$ cat src/rtl/sd_block_pkg.sv
// Shared definitions for the sd_lba/sd_rd/sd_wr/sd_ack block protocol:
// block geometry and the responder state encoding.
package sd_block_pkg;

    localparam int unsigned BLOCK_BYTES = 512;
    localparam int unsigned OFFS_W      = 9;

    typedef enum logic [2:0] {
        ST_IDLE,
        ST_WAIT,
        ST_RD_FETCH,
        ST_RD_PUT,
        ST_WR_ADDR,
        ST_WR_CAPT,
        ST_WR_STORE,
        ST_DONE
    } sd_state_t;

endpackage

$ cat src/rtl/sd_block_server.sv
// Responder for 512-byte block reads/writes, serving a requester buffer from a
// byte-wide backing memory; out-of-range blocks read as zero and drop writes.
module sd_block_server
    import sd_block_pkg::*;
#(
    parameter int unsigned AW        = 24,
    parameter int unsigned ACK_DELAY = 2
) (
    input  logic          clk_sys,
    input  logic          reset,
    input  logic [31:0]   sd_lba,
    input  logic          sd_rd,
    input  logic          sd_wr,
    input  logic [31:0]   img_blocks,
    output logic          sd_ack,
    output logic [8:0]    sd_buff_addr,
    output logic [7:0]    sd_buff_dout,
    output logic          sd_buff_wr,
    input  logic [7:0]    sd_buff_din,
    output logic [AW-1:0] mem_addr,
    output logic          mem_rd,
    output logic          mem_wr,
    output logic [7:0]    mem_dout,
    input  logic [7:0]    mem_din,
    input  logic          mem_ready,
    output logic          busy
);

    localparam int unsigned DLY_W = (ACK_DELAY > 1) ? $clog2(ACK_DELAY) : 1;

    sd_state_t          r_state;
    sd_state_t          w_next;
    logic [OFFS_W-1:0]  r_offset;
    logic [31:0]        r_lba;
    logic               r_is_wr;
    logic               r_oor;
    logic [7:0]         r_data;
    logic               r_ack;
    logic [DLY_W-1:0]   r_dly;
    logic               w_req;
    logic               w_last;
    logic               w_dly_done;
    logic               w_step;

    assign w_req      = sd_rd | sd_wr;
    assign w_last     = (r_offset == OFFS_W'(BLOCK_BYTES - 1));
    assign w_dly_done = (r_dly == DLY_W'(ACK_DELAY - 1));
    // Out-of-range transfers never touch memory, so they advance without mem_ready.
    assign w_step     = r_oor | mem_ready;

    always_ff @(posedge clk_sys or posedge reset) begin
        if (reset) begin
            r_state <= ST_IDLE;
        end else begin
            r_state <= w_next;
        end
    end

    always_comb begin
        w_next = r_state;
        case (r_state)
            ST_IDLE:     if (w_req) w_next = ST_WAIT;
            ST_WAIT:     if (w_dly_done) w_next = r_is_wr ? ST_WR_ADDR : ST_RD_FETCH;
            ST_RD_FETCH: if (w_step) w_next = ST_RD_PUT;
            ST_RD_PUT:   w_next = w_last ? ST_DONE : ST_RD_FETCH;
            ST_WR_ADDR:  w_next = ST_WR_CAPT;
            ST_WR_CAPT:  w_next = ST_WR_STORE;
            ST_WR_STORE: if (w_step) w_next = w_last ? ST_DONE : ST_WR_ADDR;
            ST_DONE:     w_next = ST_IDLE;
            default:     w_next = ST_IDLE;
        endcase
    end

    always_comb begin
        mem_rd     = 1'b0;
        mem_wr     = 1'b0;
        sd_buff_wr = 1'b0;
        case (r_state)
            ST_RD_FETCH: mem_rd     = ~r_oor;
            ST_RD_PUT:   sd_buff_wr = 1'b1;
            ST_WR_STORE: mem_wr     = ~r_oor;
            default: ;
        endcase
    end

    always_ff @(posedge clk_sys or posedge reset) begin
        if (reset) begin
            r_offset <= '0;
            r_lba    <= '0;
            r_is_wr  <= 1'b0;
            r_oor    <= 1'b0;
            r_data   <= '0;
            r_ack    <= 1'b0;
            r_dly    <= '0;
        end else begin
            case (r_state)
                ST_IDLE: begin
                    if (w_req) begin
                        r_lba    <= sd_lba;
                        r_is_wr  <= ~sd_rd;
                        r_oor    <= (sd_lba >= img_blocks);
                        r_offset <= '0;
                        r_dly    <= '0;
                    end
                end
                ST_WAIT: begin
                    if (w_dly_done) begin
                        r_ack <= 1'b1;
                    end else begin
                        r_dly <= r_dly + 1'b1;
                    end
                end
                ST_RD_FETCH: begin
                    if (r_oor) begin
                        r_data <= '0;
                    end else if (mem_ready) begin
                        r_data <= mem_din;
                    end
                end
                ST_RD_PUT: begin
                    if (w_last) begin
                        r_ack <= 1'b0;
                    end else begin
                        r_offset <= r_offset + 1'b1;
                    end
                end
                ST_WR_CAPT: r_data <= sd_buff_din;
                ST_WR_STORE: begin
                    if (w_step) begin
                        if (w_last) begin
                            r_ack <= 1'b0;
                        end else begin
                            r_offset <= r_offset + 1'b1;
                        end
                    end
                end
                ST_DONE: r_offset <= '0;
                default: ;
            endcase
        end
    end

    assign sd_ack       = r_ack;
    assign sd_buff_addr = r_offset;
    assign sd_buff_dout = r_data;
    assign mem_dout     = r_data;
    assign mem_addr     = AW'({r_lba, r_offset});
    assign busy         = (r_state != ST_IDLE);

endmodule

$ cat config.mk
export PLATFORM = sky130hd
export DESIGN_NAME = sd_block_server
export DESIGN_NICKNAME = d
export VERILOG_FILES = /design/src/rtl/sd_block_pkg.sv /design/src/rtl/sd_block_server.sv
export SDC_FILE = /design/constraint.sdc
export NUM_CORES = 1
export LEC_CHECK = 0
export BUFFER_PORTS_ARGS = -buffer_cell sky130_fd_sc_hd__buf_2
export CAP_MARGIN = 25
export CORE_UTILIZATION = 51
export DETAILED_ROUTE_END_ITERATION = 8
export PLACE_DENSITY = 0.89
export RECOVER_POWER = 25
export SLEW_MARGIN = 10
export SYNTH_ARGS = -nofsm -noshare
export SYNTH_HDL_FRONTEND = slang
export SYNTH_SLANG_ARGS = --single-unit
export TNS_END_PERCENT = 20
$ cat constraint.sdc
create_clock -name clk_sys -period 6.7 [get_ports clk_sys]
set_clock_uncertainty 0.2 [all_clocks]
set_input_delay 1.34 -clock clk_sys [delete_from_list [all_inputs] [get_ports clk_sys]]
set_output_delay 1.34 -clock clk_sys [all_outputs]
set_load 0.05 [all_outputs]
==> impl_metrics.csv <==
group,metric,value,unit
run_status,outcome,"complete, but fails checks",
run_status,failed_checks,"capacitance limit, slew limit",
clocking,h-tree-depth,2,
floorplan,die_w,76.9,µm
power_and_ir_drop,switching_share,57.0,%
floorplan,die_h,76.9,µm
yosys,synthArstFlopShare,100,%
worst_setup_path,crit_buf_inv,2,
yosys,ys.flop_type,"dfrtp_1",
global_routing,grt_max_degree,40,
worst_setup_path,worst_ep_arrival_time,1.95,ns
timing,period_share,52.0,%
floorplan,die_area,5910,µm²
global_routing,grt-ovfl-total,0,
timing,max_slew.worst_pin.slew,2.07,ns
route,wl_per_cell,12.4,µm
layout,area_growth,23.6,%
yosys,syn_inst,348,
layout,nets,584,
yosys,synth_most_common_cell,"nand2_1",
floorplan,core_area,5270,µm²
worst_setup_path,crit_required,5.16,ns
timing,hold_viol,0,
clocking,insertion_delay,0.29,ns
place,place.gp.congestion,0.822,
route,drt_iter0_markers,123,
floorplan,rows,26,
clocking,cts_buffer_depth,2,
worst_hold_path,min_path_type,"reg -> reg",
place,dp.cells,528,
clocking,cts_buffers,5,
layout,antenna_cells,0,
worst_setup_path,cp_max_fo,12,
worst_setup_path,path_class,"reg -> out",
clocking,cts_resized,0,
yosys,synth_enable_flop_cells,0,
yosys,synth_area_per_cell,8.22,µm²
yosys,synth-seq-cells,39,
global_routing,grt_use_total,23.2,%
route,vias_per_cell,5.20,
yosys,ys_types,45,
worst_setup_path,crit_cells,4,
yosys,synth_top_area_share,34.1,%
worst_hold_path,min_path_cells,2,
power_and_ir_drop,p_per_area,423,nW/µm²
timing,max_slew_margin,-38.2,%
layout,instances_no_fill,536,
route,via_count,2788,
global_routing,grt_antenna_before_repair,0,
yosys,synth-seq-area-share,34.1,%
job,maxCapViolations,1,
worst_setup_path,slowest_delay,0.61,ns
layout,design_area,3540,µm²
power_and_ir_drop,power_frac_seq,28.9,%
route,first_pass_iters,4,
place,dp_hpwl,5260,µm
global_routing,grt_pass1_wl,11200,µm
worst_setup_path,crit_chain,"inv_1 > or3_4 > nor2_1 > buf_2",
timing,setup_viol,0,
timing,layout_min_cycle_time,3.49,ns
worst_setup_path,path_delay_family,"flip-flops",
layout,drive_above_1_share,32.2,%
layout,multiInputGateArea,1550,µm²
clocking,cts_setup_buffers,0,
yosys,synth_common_cells,"60 x nand2_1, 39 x dfrtp_1, 39 x inv_1",
yosys,yosysWarnings,0,
clocking,cts_sinks,39,
timing,drv_slew,40,
timing,fmax,287,MHz
worst_setup_path,start_kind,"register",
floorplan,ios,139,
yosys,synth_area_leaders,"dfrtp_1 34%, ha_1 15%, nand2_1 7.9%, a21oi_1 5.8%, inv_1 5.1%",
route,drc,0,
power_and_ir_drop,p_switching,0.000853,W
yosys,syn_nets,467,
yosys,synth_top_area_cell,"dfrtp_1",
worst_setup_path,slowest_stage,"dfrtp_1",
route,ant_nets,0,
clocking,clk_pin_slew,0.08,ns
power_and_ir_drop,p_clk_share,10.3,%
floorplan,start_util,54.3,%
power_and_ir_drop,power_leakage,2.01,nW
place,place_area,3460,µm²
route,wl,6640,µm
clocking,cts_tree,"built",
yosys,netlist_area,2860,µm²
timing,rsz0062_at_grt,"no",
power_and_ir_drop,pwr-share-comb,60.8,%
global_routing,grt_pass1_vias,2636,
worst_setup_path,r2r_cells,10,
clocking,cts_root_buf,"clkbuf_8",
layout,regArea,976,µm²
layout,fillers,460,
power_and_ir_drop,peakVddDrop,0.000298,V
timing,finalSetupTns,0,ns
place,io_buffer_count,138,
worst_setup_path,end_kind,"primary output",
clocking,cts_hold_buf,0,
power_and_ir_drop,power.internal,0.000642,W
[worst register-to-register path, cell delays in order (launching register included)]
cell and delay [ns]:
dfrtp_1 0.44, ha_1 0.26, and3_1 0.21, and3_1 0.22, and3_1 0.20, ha_1 0.24
nand2b_1 0.12, a21oi_1 0.10, o21a_1 0.34, o41a_1 0.45, o21ai_1 0.14
[placed cells by master (no fill, tap or decap), types with 5 or more instances in the layout]
cell      instances
a21oi_1          33
and3_1            6
buf_2           137
clkbuf_8          5
dfrtp_1          39
ha_1             34
inv_1            39
nand2_1          60
nand2b_1          7
nand3_1           6
nor2_1           23
nor3b_1           8
o21ai_0          16
o31ai_1          10
[power groups by stage]
stage	sequential (W)	combinational, W	clock, W
3_5_place_dp	0.000432	0.000912	0
5_1_grt	0.000445	0.000976	0.000168
3_3_place_gp	0.000427	0.000892	0
6_report	0.000432	0.000910	0.000154
2_1_floorplan	0.000650	0.000539	0
4_1_cts	0.000429	0.000913	0.000159
[through the flow]
stage,worst slack (ns),hold slack (ns),total power (W),utilization [%]
after global routing,3.05,0.304,0.00159,67.1
after global placement,3.56,0.256,0.00132,65.6
after detailed placement,3.43,0.258,0.00134,65.6
final,3.21,0.275,0.00150,67.1
after CTS,3.23,0.278,0.00150,67.2
after floorplan,3.49,0.291,0.00119,-
[path summary, 6_finish.rpt]
check                      slack (ns)               to             from
max reg2reg                      3.73  sd_buff_addr[7]  sd_buff_addr[0]
min reg2reg                      0.28         r_lba[5]         r_lba[5]
min in group asynchronous        1.59  sd_buff_addr[1]            reset
max                              3.21           mem_rd       r_state[1]
max in group asynchronous        3.52       r_state[0]            reset
min                              0.28         r_lba[5]         r_lba[5]
[flip-flops by register name, indices dropped and copies added, names as in the netlist]
name / flops
r_is_wr: 1
sd_ack: 1
mem_dout: 8
r_oor: 1
sd_buff_addr: 9
r_dly: 1
r_state: 3
r_lba: 15
[kinds of logic (layout without fill, tap and decap cells)]
logic type	count (synthesis)	in the layout	synth area share, %
simple gates	123	123	20.7
compound gates	82	82	17.9
buf+inv	68	186	11.8
flops	39	39	34.1
fa+ha+maj	34	34	14.9
xor+xnor	1	1	0.306
mux	1	1	0.350
[area by class of cell]
cell class / instances / share of cell area (%)
clock buffers: 6 / 2.05
clock inverters: 2 / 0.354
inverters: 39 / 4.14
multi-input cells: 241 / 43.8
flip-flops and latches: 39 / 27.6
well taps: 70 / 2.48
repair buffers: 139 / 19.6
[metal layers]
metal  wire, µm  track usage [%]  vias to the layer above
met5          0                0                        -
met3        359             4.64                        4
met1       2810             26.3                     1270
met4         31             5.58                        0
li1           -                -                     1406
met2       3440             43.8                      108
No activity file was read; power rests on OpenSTA's default activity.
